==> src/rtl/fetch_pkg.sv <==
// Shared constants for the fetch unit: default vectors, instruction width, counter sizing.
package fetch_pkg;

   localparam int unsigned INST_W        = 32;
   localparam logic [31:0] RESET_VEC_DEF = 32'hBFC0_0000;
   localparam logic [31:0] EXC_VEC_DEF   = 32'hBFC0_0380;
   localparam int unsigned MAX_OUT_DEF   = 2;
   localparam int unsigned CNT_W         = $clog2(MAX_OUT_DEF + 1);

   // Counter width able to hold 0..max_out inclusive.
   function automatic int unsigned cnt_width(input int unsigned max_out);
      return $clog2(max_out + 1);
   endfunction

endpackage

==> src/rtl/pc_inflight_fifo.sv <==
// Small synchronous FIFO holding the PC of every accepted fetch request, oldest at the head.
module pc_inflight_fifo #(
   parameter int unsigned DEPTH = 2,
   parameter int unsigned WIDTH = 32
) (
   input  logic             clk_i,
   input  logic             rst_ni,
   input  logic             push_i,
   input  logic [WIDTH-1:0] data_i,
   input  logic             pop_i,
   output logic [WIDTH-1:0] head_o,
   output logic             empty_o,
   output logic             full_o
);

   localparam int unsigned PtrW = (DEPTH > 1) ? $clog2(DEPTH) : 1;
   localparam int unsigned CntW = $clog2(DEPTH + 1);

   logic [WIDTH-1:0] mem_q [DEPTH];
   logic [PtrW-1:0]  wptr_q, wptr_d, rptr_q, rptr_d;
   logic [CntW-1:0]  cnt_q, cnt_d;
   logic             push_ok, pop_ok;

   function automatic logic [PtrW-1:0] ptr_inc(input logic [PtrW-1:0] p);
      return (p == PtrW'(DEPTH - 1)) ? '0 : p + PtrW'(1);
   endfunction

   assign empty_o = (cnt_q == '0);
   assign full_o  = (cnt_q == CntW'(DEPTH));
   assign head_o  = mem_q[rptr_q];
   assign pop_ok  = pop_i & ~empty_o;
   // A push into a full FIFO is fine when the head leaves in the same cycle.
   assign push_ok = push_i & (~full_o | pop_ok);

   always_comb begin
      wptr_d = push_ok ? ptr_inc(wptr_q) : wptr_q;
      rptr_d = pop_ok ? ptr_inc(rptr_q) : rptr_q;
      cnt_d  = cnt_q;
      if (push_ok && !pop_ok) begin
         cnt_d = cnt_q + CntW'(1);
      end else if (!push_ok && pop_ok) begin
         cnt_d = cnt_q - CntW'(1);
      end
   end

   always_ff @(posedge clk_i or negedge rst_ni) begin
      if (!rst_ni) begin
         wptr_q <= '0;
         rptr_q <= '0;
         cnt_q  <= '0;
         for (int i = 0; i < int'(DEPTH); i++) begin
            mem_q[i] <= '0;
         end
      end else begin
         wptr_q <= wptr_d;
         rptr_q <= rptr_d;
         cnt_q  <= cnt_d;
         if (push_ok) begin
            mem_q[wptr_q] <= data_i;
         end
      end
   end

endmodule

==> src/rtl/pc_fetch_ctrl.sv <==
// Fetch PC generation and instruction-SRAM request control with redirect handling and
// wrong-path response dropping.
module pc_fetch_ctrl
   import fetch_pkg::*;
#(
   parameter int unsigned       ADDR_W    = 32,
   parameter logic [ADDR_W-1:0] RESET_VEC = ADDR_W'(RESET_VEC_DEF),
   parameter logic [ADDR_W-1:0] EXC_VEC   = ADDR_W'(EXC_VEC_DEF),
   parameter int unsigned       MAX_OUT   = MAX_OUT_DEF,
   parameter int unsigned       INC       = 4
) (
   input  logic              clk,
   input  logic              reset,
   input  logic              pc_stall,
   input  logic              busy,
   input  logic              exc_valid,
   input  logic              exc_use_vec,
   input  logic [ADDR_W-1:0] exc_target,
   input  logic              br_valid,
   input  logic [ADDR_W-1:0] br_target,
   output logic              inst_req,
   output logic [ADDR_W-1:0] inst_addr,
   input  logic              inst_addr_ok,
   input  logic              inst_data_ok,
   input  logic [INST_W-1:0] inst_rdata,
   output logic [ADDR_W-1:0] pc,
   output logic              if_valid,
   output logic [ADDR_W-1:0] if_pc,
   output logic [INST_W-1:0] if_inst
);

   localparam int unsigned CntW = cnt_width(MAX_OUT);

   logic              run_q;
   logic [ADDR_W-1:0] pc_q, pc_d;
   logic [CntW-1:0]   out_cnt_q, out_cnt_d;
   logic [CntW-1:0]   discard_q, discard_d;
   logic              if_valid_q, if_valid_d;
   logic [ADDR_W-1:0] if_pc_q, if_pc_d;
   logic [INST_W-1:0] if_inst_q, if_inst_d;

   logic              stall, br_apply, redirect, accept, resp, deliver;
   logic              fifo_empty, fifo_full;
   logic [ADDR_W-1:0] fifo_head;

   assign stall    = pc_stall | busy;
   assign br_apply = br_valid & ~exc_valid & ~stall;
   assign redirect = exc_valid | br_apply;
   assign inst_req = run_q & ~stall & ~exc_valid & ~br_valid & ~fifo_full
                     & (out_cnt_q < CntW'(MAX_OUT));
   assign accept   = inst_req & inst_addr_ok;
   // Responses with nothing in flight are protocol violations and are ignored.
   assign resp     = inst_data_ok & ~fifo_empty;
   assign deliver  = resp & (discard_q == '0) & ~redirect;

   assign inst_addr = pc_q;
   assign pc        = pc_q;
   assign if_valid  = if_valid_q;
   assign if_pc     = if_pc_q;
   assign if_inst   = if_inst_q;

   always_comb begin
      pc_d = pc_q;
      if (exc_valid) begin
         pc_d = exc_use_vec ? EXC_VEC : exc_target;
      end else if (br_apply) begin
         pc_d = br_target;
      end else if (accept) begin
         pc_d = pc_q + ADDR_W'(INC);
      end
   end

   always_comb begin
      out_cnt_d = out_cnt_q;
      if (accept && !resp) begin
         out_cnt_d = out_cnt_q + CntW'(1);
      end else if (!accept && resp) begin
         out_cnt_d = out_cnt_q - CntW'(1);
      end
   end

   // Everything still in flight after a redirect is wrong-path and gets dropped.
   always_comb begin
      discard_d = discard_q;
      if (redirect) begin
         discard_d = out_cnt_q - CntW'(resp);
      end else if (resp && (discard_q != '0)) begin
         discard_d = discard_q - CntW'(1);
      end
   end

   always_comb begin
      if_valid_d = deliver;
      if_pc_d    = deliver ? fifo_head : if_pc_q;
      if_inst_d  = deliver ? inst_rdata : if_inst_q;
   end

   always_ff @(posedge clk or negedge reset) begin
      if (!reset) begin
         run_q      <= 1'b0;
         pc_q       <= RESET_VEC;
         out_cnt_q  <= '0;
         discard_q  <= '0;
         if_valid_q <= 1'b0;
         if_pc_q    <= '0;
         if_inst_q  <= '0;
      end else begin
         run_q      <= 1'b1;
         pc_q       <= pc_d;
         out_cnt_q  <= out_cnt_d;
         discard_q  <= discard_d;
         if_valid_q <= if_valid_d;
         if_pc_q    <= if_pc_d;
         if_inst_q  <= if_inst_d;
      end
   end

   pc_inflight_fifo #(
      .DEPTH (MAX_OUT),
      .WIDTH (ADDR_W)
   ) u_inflight_fifo (
      .clk_i   (clk),
      .rst_ni  (reset),
      .push_i  (accept),
      .data_i  (pc_q),
      .pop_i   (resp),
      .head_o  (fifo_head),
      .empty_o (fifo_empty),
      .full_o  (fifo_full)
   );

endmodule

==> config.mk <==
export PLATFORM = sky130hd
export DESIGN_NAME = pc_fetch_ctrl
export DESIGN_NICKNAME = d
export VERILOG_FILES = /design/src/rtl/fetch_pkg.sv /design/src/rtl/pc_inflight_fifo.sv /design/src/rtl/pc_fetch_ctrl.sv
export SDC_FILE = /design/constraint.sdc
export NUM_CORES = 1
export LEC_CHECK = 0
export CORE_MARGIN = 5
export CORE_UTILIZATION = 35
export DETAILED_ROUTE_END_ITERATION = 10
export PLACE_DENSITY = 0.67
export SLEW_MARGIN = 5
export SYNTH_ARGS = -nofsm -noshare
export SYNTH_HDL_FRONTEND = slang
export SYNTH_SLANG_ARGS = --single-unit
==> constraint.sdc <==
create_clock -name clk -period 2.1 [get_ports clk]
set_input_delay 0.315 -clock clk [delete_from_list [all_inputs] [get_ports clk]]
set_output_delay 0.315 -clock clk [all_outputs]
set_load 0.005 [all_outputs]
==> flow_metrics.env, run 1 <==
export IMPL_reg2reg_slack_ns=0.18
export IMPL_pre_cts_ws_ns=-0.316
export IMPL_syn_area_per_cell_um2=11.3
export IMPL_clk_pin_slew_ns=0.07
export IMPL_worstPathMaxFanout=5
export IMPL_postRouteAntennaNets=0
export IMPL_drc=0
export IMPL_gp_congestion=0.856
export IMPL_async_flop_share_pct=100
export IMPL_criticalPathCategory="input port to flip-flop"
export IMPL_clkLatencyLatePin_ns=0.43
export IMPL_synth_top_area_share_pct=48.8
export IMPL_setup_ws_ns=0.141
export IMPL_die_area_mm2=0.0268
export IMPL_pin_count=235
export IMPL_setup_worst_path_end_class="flip-flop"
export IMPL_maxCapViolCount=0
export IMPL_synthCells=729
export IMPL_fmax_ghz=0.511
export IMPL_cts_root_buf="clkbuf_16"
export IMPL_hold_viol_final=0
export IMPL_drt_pass1_iterations=5
export IMPL_reg2reg_depth=7
export IMPL_drive_gt1_share_pct=23.8
export IMPL_n_fill_cell=2147
export IMPL_status="finished, final reports clean"
export IMPL_clock_path_buffers=2
export IMPL_die_w_um=164
export IMPL_yosysSeqAreaShare_pct=51.6
export IMPL_design_area_mm2=0.0120
export IMPL_fin_crit_sh_pct=93.3
export IMPL_grt_usage_pct=18.8
export IMPL_synth_flop_cell="dfrtp_1"
export IMPL_worstPathRequired_ns=2.39
export IMPL_nets=1104
export IMPL_placed_cell_area_mm2=0.0113
export IMPL_clock_skew_ns=0.00959
export IMPL_coreArea_mm2=0.0233
export IMPL_synth_top_area_cell="dfrtp_1"
export IMPL_dp_hpwl_um=19100
export IMPL_min_period_ns=1.96
export IMPL_wire_per_inst_um=19.0
export IMPL_cts_tree="built"
export IMPL_clock_sinks=170
export IMPL_fp_dieH_um=164
export IMPL_overflow=0
export IMPL_vias=6771
export IMPL_yosys_top_cells_area="dfrtp_1, mux2_2, mux2_4"
export IMPL_syn_to_final_growth_pct=45.1
export IMPL_ir_drop_mv=0.590
export IMPL_slew_viol_final=0
export IMPL_drtIter0Drc=489
export IMPL_power_density_mw_per_mm2=1030
export IMPL_h_tree_depth=4
export IMPL_setup_viol=0
export IMPL_yosysWarnings=0
export IMPL_p_leak_nw=5.30
export IMPL_finalWirelength_um=25300
export IMPL_rsz0062_at_grt="no"
export IMPL_grt_max_degree=56
export IMPL_antenna_found_initial=2
export IMPL_grt_pass1_wl_um=39400
export IMPL_syn_nets=839
export IMPL_cp_arrival_ns=2.24
export IMPL_port_buffers=234
export IMPL_cp_start_kind="input port"
export IMPL_initial_core_util_pct=35.4
export IMPL_numCtsBuffers=17
export IMPL_synth_edf_count=0
export IMPL_viasPerCell=5.10
export IMPL_syn_area_mm2=0.00826
export IMPL_hp_class="input port to async pin"
export IMPL_grt_pass1_vias=7046
export IMPL_synth_cell_types=63
export IMPL_num_rows=56
export IMPL_finalSetupTns_ns=0
export IMPL_ys_seq_elements=170
## cells by family after synthesis
kind of cell | count (synthesis) | synth area share [%]
fa+ha+maj | 5 | 0.757
simple gates | 169 | 10.4
mux | 128 | 18.1
xor+xnor | 12 | 1.27
buf+inv | 88 | 6.12
other cells | 1 | 0.0454
compound gates | 156 | 11.7
flops | 170 | 51.6
## per-layer routing
metal / global-route usage [%] / up-vias / share of wire (%)
li1: - / 3128 / -
met3: 3.99 / 32 / 6.9
met2: 29.8 / 274 / 47
met1: 25.4 / 3337 / 44
met5: 0 / - / 0
met4: 6.75 / 0 / 2.3
## sequential cells by signal (all words and copies together), names as in the netlist
name / cells
discard_q: 2
if_inst: 32
if_pc: 32
if_valid: 1
inst_addr: 32
out_cnt_q: 2
run_q: 1
u_inflight_fifo.cnt_q: 2
u_inflight_fifo.mem_q: 64
u_inflight_fifo.rptr_q: 1
u_inflight_fifo.wptr_q: 1
## repair_timing
item,in CTS,in global routing
hold buffers,1,0
pin swaps,1,0
setup buffers,1,0
endpoints found under the setup margin,1,2
endpoints found under the hold margin,37,0
gates resized for setup,2,2
## area by class of cell
| type | count | area (um2) | share of cell area (%) |
|---|---|---|---|
| clock inverters | 12 | 163 | 1.36 |
| flip-flops and latches | 170 | 4270 | 35.6 |
| well taps | 319 | 399 | 3.33 |
| clock buffers | 20 | 457 | 3.81 |
| repair buffers | 320 | 3130 | 26.1 |
| inverters | 14 | 52.6 | 0.439 |
| diodes | 2 | 5.00 | 0.0418 |
| multi-input cells | 471 | 3510 | 29.3 |
## path summary, 6_finish.rpt
path / start / end
min in group clk: exc_target[1] / inst_addr[1]
setup / recovery: busy / inst_addr[13]
hold / removal: reset / if_inst[14]
max in group asynchronous: reset / out_cnt_q[1]
setup reg to reg: out_cnt_q[1] / inst_addr[28]
hold reg to reg: u_inflight_fifo.mem_q[12] / u_inflight_fifo.mem_q[12]
## per-stage QoR
step	cells	util, %	hold WS, ns	power [W]
after floorplan	729	-	0.0194	0.00664
after global placement	1292	48.6	0.256	0.00903
after detailed placement	1292	48.6	0.255	0.00911
after CTS	1326	51.3	0.372	0.0125
after global routing	1328	51.4	0.399	0.0131
final	1328	51.4	0.378	0.0123
## cells in the mapped netlist, types with 9 or more instances
cell and instances:
dfrtp_1 161, nand2_1 33, a21oi_1 62, o21ai_0 29, clkbuf_1 18, nor2_1 66, mux2_4 26, inv_1 13
nand3_1 15, buf_2 17, mux2_2 68, mux2i_1 34, nand4_1 9, buf_4 35, dfstp_2 9
## critical path: stages
cell and delay (ns):
clkdlybuf4s50_1 0.51, or3b_1 0.52, nand2_1 0.27, nor4_2 0.12, a221oi_1 0.36, o21ai_0 0.14
## layout by cell type (no fill, tap or decap), types with 3 or more instances in the layout
master	instances
clkdlybuf4s50_1	232
dfrtp_1	159
buf_4	74
mux2_2	68
nor2_1	65
a21oi_1	62
mux2i_1	34
nand2_1	33
o21ai_0	29
mux2_4	26
clkbuf_16	17
nand3_1	15
inv_1	13
buf_12	11
nand4_1	9
dfstp_2	9
a31oi_1	8
nor3_1	7
xnor2_1	6
a211oi_1	6
o211ai_1	6
xor2_1	6
and3_1	5
a311oi_1	5
a221oi_1	5
a2bb2oi_1	5
a22oi_1	5
ha_1	5
nand2b_1	4
nor2_2	4
o221ai_1	4
o22ai_1	4
clkinvlp_4	4
o21ai_1	3
and2_1	3
nand3b_1	3
bufinv_16	3
## where the power goes
| part | internal (W) | switching (W) |
|---|---|---|
| Sequential | 0.00424 | 0.000606 |
| Combinational | 0.00258 | 0.00157 |
| Clock | 0.00195 | 0.00136 |
| Total | 0.00878 | 0.00354 |
(Power assumes the default switching activity.)
==> run 2, diff against run 1 <==
--- a/config.mk
+++ b/config.mk
@@ -5,11 +5,11 @@
 export SDC_FILE = /design/constraint.sdc
 export NUM_CORES = 1
 export LEC_CHECK = 0
-export CORE_MARGIN = 5
+export CORE_MARGIN = 2
 export CORE_UTILIZATION = 35
 export DETAILED_ROUTE_END_ITERATION = 10
 export PLACE_DENSITY = 0.67
-export SLEW_MARGIN = 5
+export SLEW_MARGIN = 20
 export SYNTH_ARGS = -nofsm -noshare
 export SYNTH_HDL_FRONTEND = slang
 export SYNTH_SLANG_ARGS = --single-unit
==> run 2 against run 1 <==
- first-iteration DRC count decreased by 11%
- worst setup slack got worse by 0.0010 ns
- global-route usage increased by 1.6 points
- critical endpoint is now pc[28]
- largest cell class unchanged
==> flow_metrics.env, run 2 (synthesis gave the netlist of run 1 again) <==
export IMPL_met2_usage_pct=33.4
export IMPL_fp_dieH_um=158
export IMPL_final_common_cell="clkdlybuf4s50_1"
export IMPL_crit_chain="clkdlybuf4s50_1"
export IMPL_cp_num_buf_inv=1
export IMPL_initial_core_util_pct=35.4
export IMPL_final_cell_mix="clkdlybuf4s50_1, dfrtp_1, buf_4"
export IMPL_nets=1109
export IMPL_grt_usage_pct=20.4
export IMPL_stdcell_count=1332
export IMPL_pin_count=235
export IMPL_antenna_found_initial=1
export IMPL_reg2reg_depth=7
export IMPL_top_register="u_inflight_fifo.mem_q"
export IMPL_top_usage_layer="met2"
export IMPL_critPathTopFamily="flip-flops"
export IMPL_drive_gt1_share_pct=24.3
export IMPL_syn_to_final_growth_pct=45.6
export IMPL_clock_skew_ns=0.0129
export IMPL_placed_cell_area_mm2=0.0114
export IMPL_cts_root_buf="clkbuf_16"
export IMPL_use_met1_pct=26.7
export IMPL_dp_hpwl_um=18600
export IMPL_critPathSlowestCell="dfstp_2"
export IMPL_die_area_mm2=0.0249
export IMPL_grt_max_degree=55
export IMPL_power_density_mw_per_mm2=1030
export IMPL_postRouteAntennaNets=0
export IMPL_crit_end="pc[28]"
export IMPL_grt_pass1_vias=6961
export IMPL_setup_viol=0
export IMPL_viasPerCell=5.08
export IMPL_clk_pin_slew_ns=0.07
export IMPL_fmax_ghz=0.510
export IMPL_die_w_um=158
export IMPL_reg2reg_slack_ns=0.19
export IMPL_drc=0
export IMPL_place_inst=1296
export IMPL_overflow=0
export IMPL_drt_pass1_iterations=6
export IMPL_num_rows=56
export IMPL_worstPathRequired_ns=1.78
export IMPL_min_period_ns=1.96
export IMPL_coreArea_mm2=0.0233
export IMPL_cp_num_cells=1
export IMPL_criticalPathCategory="flip-flop to output port"
export IMPL_gp_congestion=0.885
export IMPL_finish_utilization_pct=51.5
export IMPL_clock_path_buffers=2
export IMPL_cts_tree="built"
export IMPL_grt_pass1_wl_um=38700
export IMPL_largest_register_ffs=64
export IMPL_slew_headroom_pct=62.8
export IMPL_numCtsBuffers=17
export IMPL_rsz0062_at_grt="no"
export IMPL_use_met3_pct=4.93
export IMPL_clock_sinks=170
export IMPL_ir_drop_mv=0.470
export IMPL_wire_per_inst_um=18.7
export IMPL_drtIter0Drc=435
export IMPL_port_buffers=234
export IMPL_rr_endpoint="inst_addr[22]"
export IMPL_maxCapViolCount=0
export IMPL_hold_viol_final=0
export IMPL_clkLatencyLatePin_ns=0.44
export IMPL_vias=6765
export IMPL_worstReg2RegStart="inst_addr[2]"
export IMPL_cp_arrival_ns=1.64
export IMPL_worstPathMaxFanout=10
export IMPL_cpPeakStageDelay_ns=0.66
export IMPL_startpoint="inst_addr[28]"
export IMPL_finalSetupTns_ns=0
export IMPL_cp_start_kind="flip-flop"
export IMPL_hp_class="input port to async pin"
export IMPL_setup_worst_path_end_class="output port"
export IMPL_h_tree_depth=4
export IMPL_finalWirelength_um=24900
export IMPL_holdWs_ns=0.422
export IMPL_fin_crit_sh_pct=93.3
export IMPL_design_area_mm2=0.0120
export IMPL_slew_viol_final=0
export IMPL_p_leak_nw=5.34
export IMPL_tightest_slew_ns=0.558
export IMPL_status="finished, final reports clean"
## run 2: changes by cell type in the layout (fill, tap and decap cells not counted), moves of 2 or more
cell / before / now
clkdlybuf4s50_1: 232 / 230
clkinvlp_4: 4 / 0
inv_6: 2 / 6
dlygate4sd2_1: 1 / 3
buf_4: 74 / 79
## run 2: worst reg2reg max path: stages, from the launching register on
cell and delay [ns]:
dfrtp_1 0.36, ha_1 0.23, nand3_1 0.21, nor4_2 0.38, nor2b_1 0.18, buf_4 0.15, a31oi_1 0.08, a311oi_1 0.22
## run 2: how the worst min path moves through the flow
stage,startpoint,end,slack [ns]
after floorplan,reset,discard_q[0],0.02
after global placement,reset,if_inst[11],0.33
after detailed placement,reset,if_inst[11],0.32
after CTS,reset,if_inst[15],0.43
after global routing,exc_target[0],inst_addr[0],0.46
final,reset,if_inst[15],0.42
## run 2: final cells by class
type	count	area, um2
diodes	1	2.50
clock buffers	19	453
clock inverters	13	179
fillers	2080	11300
inverters	14	52.6
multi-input cells	471	3510
flip-flops and latches	170	4270
well taps	319	399
repair buffers	325	3160
## run 2: metrics by stage
step	total power, W	worst slack, ns
2_1_floorplan	0.00664	0.247
3_3_place_gp	0.00901	-0.253
3_5_place_dp	0.00911	-0.314
4_1_cts	0.0126	0.115
5_1_grt	0.0132	0.0235
6_report	0.0124	0.140
## run 2: report_power, final
group          total (W)  internal (W)  switching [W]
combinational    0.00417       0.00260        0.00157
sequential       0.00485       0.00424       0.000607
clock            0.00340       0.00198        0.00143
## run 2: per-layer routing
metal | wire length, um | part of all wire, %
met1 | 10900 | 44
met2 | 12000 | 48
met3 | 1550 | 6.2
met4 | 410 | 1.6
met5 | 0 | 0
## run 2: what timing repair did
action                                  in CTS  in global routing
setup buffers                                2                  0
endpoints found under the setup margin       1                  0
hold buffers                                 1                  0
hold endpoints to repair                    42                  0
gates resized for setup                      6                  0
==> run 3, diff against run 2 <==
--- a/config.mk
+++ b/config.mk
@@ -7,6 +7,8 @@
 export LEC_CHECK = 0
 export CORE_MARGIN = 2
 export CORE_UTILIZATION = 35
+export CTS_BUF_LIST = sky130_fd_sc_hd__clkbuf_2 sky130_fd_sc_hd__clkbuf_4 sky130_fd_sc_hd__clkbuf_8
+export CTS_CLUSTER_SIZE = 28
 export DETAILED_ROUTE_END_ITERATION = 10
 export PLACE_DENSITY = 0.67
 export SLEW_MARGIN = 20
==> run 3 against run 2 <==
- maximum frequency shrank 1.6%
- critical path depth is the same
- sequential share of layout area grew 0.58 points
- global-route usage shrank 0.21 points
- utilization shrank 0.83 points
- clock skew grew 0.00074 ns
- register-to-register slack is essentially flat
- cell count is the same
- critical endpoint unchanged
==> flow_metrics.env, run 3 (synthesis gave the netlist of run 1 again) <==
export IMPL_clkLatencyLatePin_ns=0.47
export IMPL_rsz0062_at_grt="no"
export IMPL_place_inst=1296
export IMPL_overflow=0
export IMPL_setup_worst_path_end_class="output port"
export IMPL_cts_tree="built"
export IMPL_h_tree_depth=4
export IMPL_top_register="u_inflight_fifo.mem_q"
export IMPL_hold_viol_final=0
export IMPL_drt_pass1_iterations=5
export IMPL_holdWs_ns=0.388
export IMPL_hp_class="input port to async pin"
export IMPL_pin_count=235
export IMPL_initial_core_util_pct=35.4
export IMPL_finalSetupTns_ns=0
export IMPL_finish_utilization_pct=50.7
export IMPL_crit_end="pc[28]"
export IMPL_clk_pin_slew_ns=0.10
export IMPL_clock_skew_ns=0.0136
export IMPL_cp_arrival_ns=1.68
export IMPL_criticalPathCategory="flip-flop to output port"
export IMPL_finalWirelength_um=24800
export IMPL_critPathSlowestCell="dfstp_2"
export IMPL_postRouteAntennaNets=0
export IMPL_crit_chain="clkdlybuf4s50_1"
export IMPL_setup_viol=0
export IMPL_grt_max_degree=55
export IMPL_drtIter0Drc=434
export IMPL_reg2reg_slack_ns=0.20
export IMPL_dp_hpwl_um=18600
export IMPL_die_area_mm2=0.0249
export IMPL_cpPeakStageDelay_ns=0.66
export IMPL_min_period_ns=1.99
export IMPL_stdcell_count=1332
export IMPL_num_rows=56
export IMPL_startpoint="inst_addr[28]"
export IMPL_fp_dieH_um=158
export IMPL_gp_congestion=0.885
export IMPL_syn_to_final_growth_pct=43.2
export IMPL_die_w_um=158
export IMPL_clock_sinks=170
export IMPL_clock_path_buffers=2
export IMPL_fmax_ghz=0.502
export IMPL_numCtsBuffers=17
export IMPL_cp_num_cells=1
export IMPL_antenna_found_initial=1
export IMPL_cp_start_kind="flip-flop"
export IMPL_final_common_cell="clkdlybuf4s50_1"
export IMPL_worstPathRequired_ns=1.78
export IMPL_slew_headroom_pct=62.2
export IMPL_viasPerCell=5.11
export IMPL_n_fill_cell=2106
export IMPL_p_leak_nw=5.25
export IMPL_rr_endpoint="inst_addr[20]"
export IMPL_maxCapViolCount=0
export IMPL_drive_gt1_share_pct=24.1
export IMPL_ir_drop_mv=0.395
export IMPL_wire_per_inst_um=18.6
export IMPL_slew_viol_final=0
export IMPL_reg2reg_depth=6
export IMPL_cts_root_buf="clkbuf_8"
export IMPL_coreArea_mm2=0.0233
export IMPL_cp_num_buf_inv=1
export IMPL_critPathTopFamily="flip-flops"
export IMPL_final_cell_mix="clkdlybuf4s50_1, dfrtp_1, buf_4"
export IMPL_status="finished, final reports clean"
export IMPL_fin_crit_sh_pct=94.8
export IMPL_nets=1109
export IMPL_grt_usage_pct=20.2
export IMPL_worstReg2RegStart="u_inflight_fifo.cnt_q[0]"
export IMPL_drc=0
export IMPL_worstPathMaxFanout=10
export IMPL_port_buffers=234
export IMPL_largest_register_ffs=64
export IMPL_grt_pass1_vias=6927
export IMPL_grt_pass1_wl_um=38400
export IMPL_power_density_mw_per_mm2=982
export IMPL_vias=6808
export IMPL_tightest_slew_ns=0.566
-- run 3: cell types whose count changed in the layout (fill, tap and decap cells not counted), sizes merged --
| cell | change |
|---|---|
| clkdlybuf4s50 | +2 |
| dlygate4sd2 | -2 |
-- run 3: how the worst min path moves through the flow --
| stage | end | slack, ns |
|---|---|---|
| 2_1_floorplan | discard_q[0] | 0.02 |
| 5_1_grt | inst_addr[0] | 0.41 |
| 3_5_place_dp | if_inst[11] | 0.32 |
| 4_1_cts | inst_addr[0] | 0.38 |
| 6_report | if_inst[11] | 0.39 |
| 3_3_place_gp | if_inst[11] | 0.33 |
-- run 3: what timing repair did --
item / in CTS / in global routing
hold endpoints to repair: 42 / 0
hold buffers: 1 / 0
resized for setup: 2 / 0
setup buffers: 2 / 0
endpoints found under the setup margin: 1 / 0
-- run 3: metrics by stage --
stage | setup slack (ns) | total power (W) | area [um2]
finish | 0.109 | 0.0116 | 11800
global route | 0.0224 | 0.0123 | 11800
global placement | -0.253 | 0.00901 | 11400
CTS | 0.0628 | 0.0117 | 11800
detailed placement | -0.314 | 0.00911 | 11400
floorplan | 0.247 | 0.00664 | 8260
-- run 3: cell type report --
cell class              instances  area (um2)  area share, %
repair buffers                325        3170           26.8
clock inverters                13         179           1.51
well taps                     319         399           3.37
flip-flops and latches        170        4270           36.1
multi-input cells             471        3500           29.6
inverters                      14        52.6          0.444
clock buffers                  19         262           2.21
diodes                          1        2.50         0.0212
-- run 3: per-layer routing --
| metal | part of all wire, % | vias to the layer above | track usage (%) |
|---|---|---|---|
| met4 | 2.1 | 0 | 6.41 |
| met2 | 47 | 299 | 33.1 |
| met5 | 0 | - | 0 |
| met1 | 44 | 3334 | 26.7 |
| met3 | 6.8 | 45 | 4.41 |
| li1 | - | 3130 | - |
-- run 3: power breakdown --
part / switching [W] / total (W) / internal, W / leakage [nW]
Combinational: 0.00158 / 0.00418 / 0.00260 / 2.85
Clock: 0.00132 / 0.00260 / 0.00128 / 0.226
Sequential: 0.000604 / 0.00484 / 0.00424 / 2.17
Total: 0.00350 / 0.0116 / 0.00811 / 5.25
==> patch 1, RTL diff (config.mk and constraints of run 3) <==
The package constant `MAX_OUT_DEF` goes from 2 to 4.
--- a/src/rtl/fetch_pkg.sv
+++ b/src/rtl/fetch_pkg.sv
@@ -6,3 +6,3 @@
    localparam logic [31:0] EXC_VEC_DEF   = 32'hBFC0_0380;
-   localparam int unsigned MAX_OUT_DEF   = 2;
+   localparam int unsigned MAX_OUT_DEF   = 4;
    localparam int unsigned CNT_W         = $clog2(MAX_OUT_DEF + 1);
Function: changed (Yosys sat finds a counterexample within 4 cycles, from zero or initial values and one cycle with reset low).
==> patch 1 against run 3 <==
- final area up 34%
- clock power is 98% higher
- sequential cell count increased by 69
- routed wire length increased by 27%
- die area up 35%
- maximum frequency shrank 4.8%
- final cell count rose by 22%
- sequential power grew 21%
- power grew 29%
- synthesized cell count grew 21%
- area after synthesis rose by 36%
- utilization fell by 0.48 points
- setup slack worse by 0.10 ns
- critical path type is now flop to flop
- highest routed layer unchanged
==> patch 1: results (changes against run 3) <==
[clock_tree]
clockBufferDepth=3  ; was 2
clk_pin_slew_ns=0.07  ; was 0.10 ns
cts_setup_buffers=3  ; was 2
htree_levels=2  ; was 4

[power]
p_leak_nw=7.23  ; was 5.25 nW
p_comb_mw=3.95  ; was 4.18 mW
power_mw=15.0  ; was 11.6 mW
p_clk_mw=5.16  ; was 2.60 mW
swShare=0.266  ; was 0.301

[route]
drt_iter0_drc=443  ; was 434
wl_met1_mm=13.8  ; was 10.9 mm
routed-wl-met2_mm=14.8  ; was 11.7 mm
routed_wl_mm=31.4  ; was 24.8 mm

[outcome]
status=finished clean  ; unchanged

[cells_and_area]
fillers=2770  ; was 2106
largest_register_ffs=128  ; was 64
sh_seq_area=0.377  ; was 0.361
multi_input_area_share=0.302  ; was 0.296
nonClkBufAreaFrac=0.220  ; was 0.268
fin_nets=1306  ; was 1109
final-clk-cell-share=0.0649  ; was 0.0372
n_clock_buffer=66  ; was 19
multi_input_gates=537  ; was 471

[synth]
ys_top_cells_by_count=230 x dfrtp_1, 173 x mux2_2, 56 x nand2_1, 42 x o21ai_0, 33 x buf_4  ; was 161 x dfrtp_1, 68 x mux2_2, 66 x nor2_1, 62 x a21oi_1, 35 x buf_4
synth.area.top_cells=dfrtp_1 51%, mux2_2 17%, mux4_2 6.4%  ; was dfrtp_1 49%, mux2_2 9.3%, mux2_4 4.7%
ys_seq_area_frac=0.531  ; was 0.516
synthCells=885  ; was 729
ys_seq_elements=239  ; was 170
synthAdderAreaFrac=0.0169  ; was 0.00757
syn_area_um2=11300  ; was 8260 um^2
synth_fp_nets=1004  ; was 839

[worst_setup_path]
max_stage_delay_ns=0.41  ; was 0.66 ns

[timing]
fin_skew_ns=0.0164  ; was 0.0136 ns

[place]
dp_slack_ns=-0.401  ; was -0.314 ns
numPlacedInstances=1530  ; was 1296

[global_route]
grt_max_degree=66  ; was 55

==> patch 1: changes by cell type in the layout (fill, tap and decap cells not counted), sizes merged, moves of 6 or more <==
cell / before / now
a21oi: 62 / 32
a31oi: 8 / 2
buf: 91 / 113
clkbuf: 19 / 68
dfrtp: 161 / 230
ha: 5 / 12
mux2: 94 / 181
mux2i: 34 / 3
mux4: 0 / 32
nand2: 35 / 57
nor2: 70 / 29
nor3: 8 / 16
o21ai: 32 / 44
==> patch 1: worst paths after layout <==
path / from / endpoint / slack, ns / cells after the start
worst min-delay path: exc_target[0] / inst_addr[0] / 0.33 / 3
worst min register to register: u_inflight_fifo.mem_q[15] / u_inflight_fifo.mem_q[15] / 0.48 / 2
worst max-delay path: out_cnt_q[2] / u_inflight_fifo.cnt_q[2] / 0.009 / 9
min in group asynchronous: reset / u_inflight_fifo.mem_q[35] / 0.34 / 2
worst max register to register: out_cnt_q[2] / u_inflight_fifo.cnt_q[2] / 0.009 / 9
max in group asynchronous: reset / inst_addr[11] / 1.07 / 3
==> patch 2, RTL diff (flow settings as in run 3) <==
Made on the original files. Register the input `exc_target` before use, without a reset. The logic sees it one clock later. The other inputs are not delayed to match.
--- a/src/rtl/pc_fetch_ctrl.sv
+++ b/src/rtl/pc_fetch_ctrl.sv
@@ -33,2 +33,8 @@
 
+   logic [ADDR_W-1:0] exc_target_q;
+
+   always_ff @(posedge clk) begin
+      exc_target_q <= exc_target;
+   end
+
    logic              run_q;
@@ -64,3 +70,3 @@
       if (exc_valid) begin
-         pc_d = exc_use_vec ? EXC_VEC : exc_target;
+         pc_d = exc_use_vec ? EXC_VEC : exc_target_q;
       end else if (br_apply) begin
Check against the original RTL: not equivalent (Yosys sat finds a counterexample within 4 cycles, from zero or initial values and one cycle with reset low).
==> patch 2 against run 3 <==
- final area up 7.8%
- clock skew about the same
- first-iteration DRC count rose by 26%
- setup slack worse by 0.033 ns
- sequential cell count rose by 32
- die area up 6.4%
- area after synthesis is 6.6% higher
- hold slack got worse by 0.14 ns
- power grew 18%
- routed wire length rose by 1.0%
- largest cell class unchanged
==> patch 2: results (changes against run 3) <==
[clock_tree]
clockBufferDepth=3  ; was 2
numCtsBuffers=36  ; was 17
htree_levels=2  ; was 4
clk_pin_slew_ns=0.06  ; was 0.10 ns

[route]
routed-wl-met2_mm=11.6  ; was 11.7 mm
wl_per_cell_um=18.0  ; was 18.6 um
routed_wl_mm=25.1  ; was 24.8 mm
dr_total_vias=6881  ; was 6808

[worst_setup_path]
worst_setup_path_startpoint=inst_addr[27]  ; was inst_addr[28]
rr_startpoint=inst_addr[9]  ; was u_inflight_fifo.cnt_q[0]
reg2reg_depth=5  ; was 6
worstReg2RegEnd=inst_addr[19]  ; was inst_addr[20]
worstPathMaxFanout=7  ; was 10
r2r_setup_slack_ns=0.11  ; was 0.20 ns

[outcome]
status=finished clean  ; unchanged

[global_route]
groute.layer.met2.usage=0.306  ; was 0.331
grt_first_pass_wirelength_mm=38.7  ; was 38.4 mm
grt_max_degree=51  ; was 55
grt_util_all_layers=0.188  ; was 0.202
grtUsageMet1=0.253  ; was 0.267

[synth]
ys_top_cells_by_count=161 x dfrtp_1, 64 x mux2_2, 63 x nor2_1, 59 x a21oi_1, 37 x buf_4  ; was 161 x dfrtp_1, 68 x mux2_2, 66 x nor2_1, 62 x a21oi_1, 35 x buf_4
synth_mux_area_frac=0.164  ; was 0.181
synth_fp_nets=857  ; was 839
synthAdderAreaFrac=0.00711  ; was 0.00757
synth.area.top_cells=dfrtp_1 46%, mux2_2 8.2%, dfxtp_1 7.3%  ; was dfrtp_1 49%, mux2_2 9.3%, mux2_4 4.7%
ys_seq_area_frac=0.557  ; was 0.516
avgSynthCellArea_um2=11.8  ; was 11.3 um^2

[power]
powerSeq_mw=5.49  ; was 4.84 mW
vdd_ir_drop_max_v=0.000496  ; was 0.000395 V
p_leak_nw=5.68  ; was 5.25 nW
power_density_nw_per_um2=1070  ; was 982 nW/um^2

[timing]
period_share=0.964  ; was 0.948
worst_pin_slew_ns=0.549  ; was 0.566 ns
fin_skew_ns=0.0133  ; was 0.0136 ns

[cells_and_area]
register_area_um2=4910  ; was 4270 um^2
fillers=2249  ; was 2106
num_antenna_cells=0  ; was 1

[place]
place_congestion=0.891  ; was 0.885
dpl.hpwl_mm=18.3  ; was 18.6 mm

## patch 2: changes by cell type after synthesis, sizes merged, moves of 4 or more
cell and delta:
nand2b +4, nand2 -6, a2bb2oi -4, and4 +4, nand4 -4, o211ai -4, dfxtp +32, inv -5
o22ai +4, nor2 -6, nor3 +5, a31oi -6
## patch 2: layout make-up
cell class | instances | share of cell area
clock buffers | 62 | 0.0601
inverters | 10 | 0.00304
flip-flops and latches | 202 | 0.385
clock inverters | 2 | 0.00275
repair buffers | 328 | 0.248
multi-input cells | 460 | 0.269
well taps | 330 | 0.0324
## patch 2: worst max-delay path: cells and delay by family, from the launching register on
kind | cells | cell delay (ns)
flops | 1 | 0.52
buf+inv | 2 | 0.68
## patch 2: cell families (layout without fill, tap and decap cells)
group	after synthesis	count (layout)
buffers and inverters	85	402
other	1	1
AOI/OAI and AO/OA	145	145
DFF	202	202
xor gates and xnor gates	14	14
muxes	132	132
adders and majority gates	5	5
and+or+nand+nor	163	163
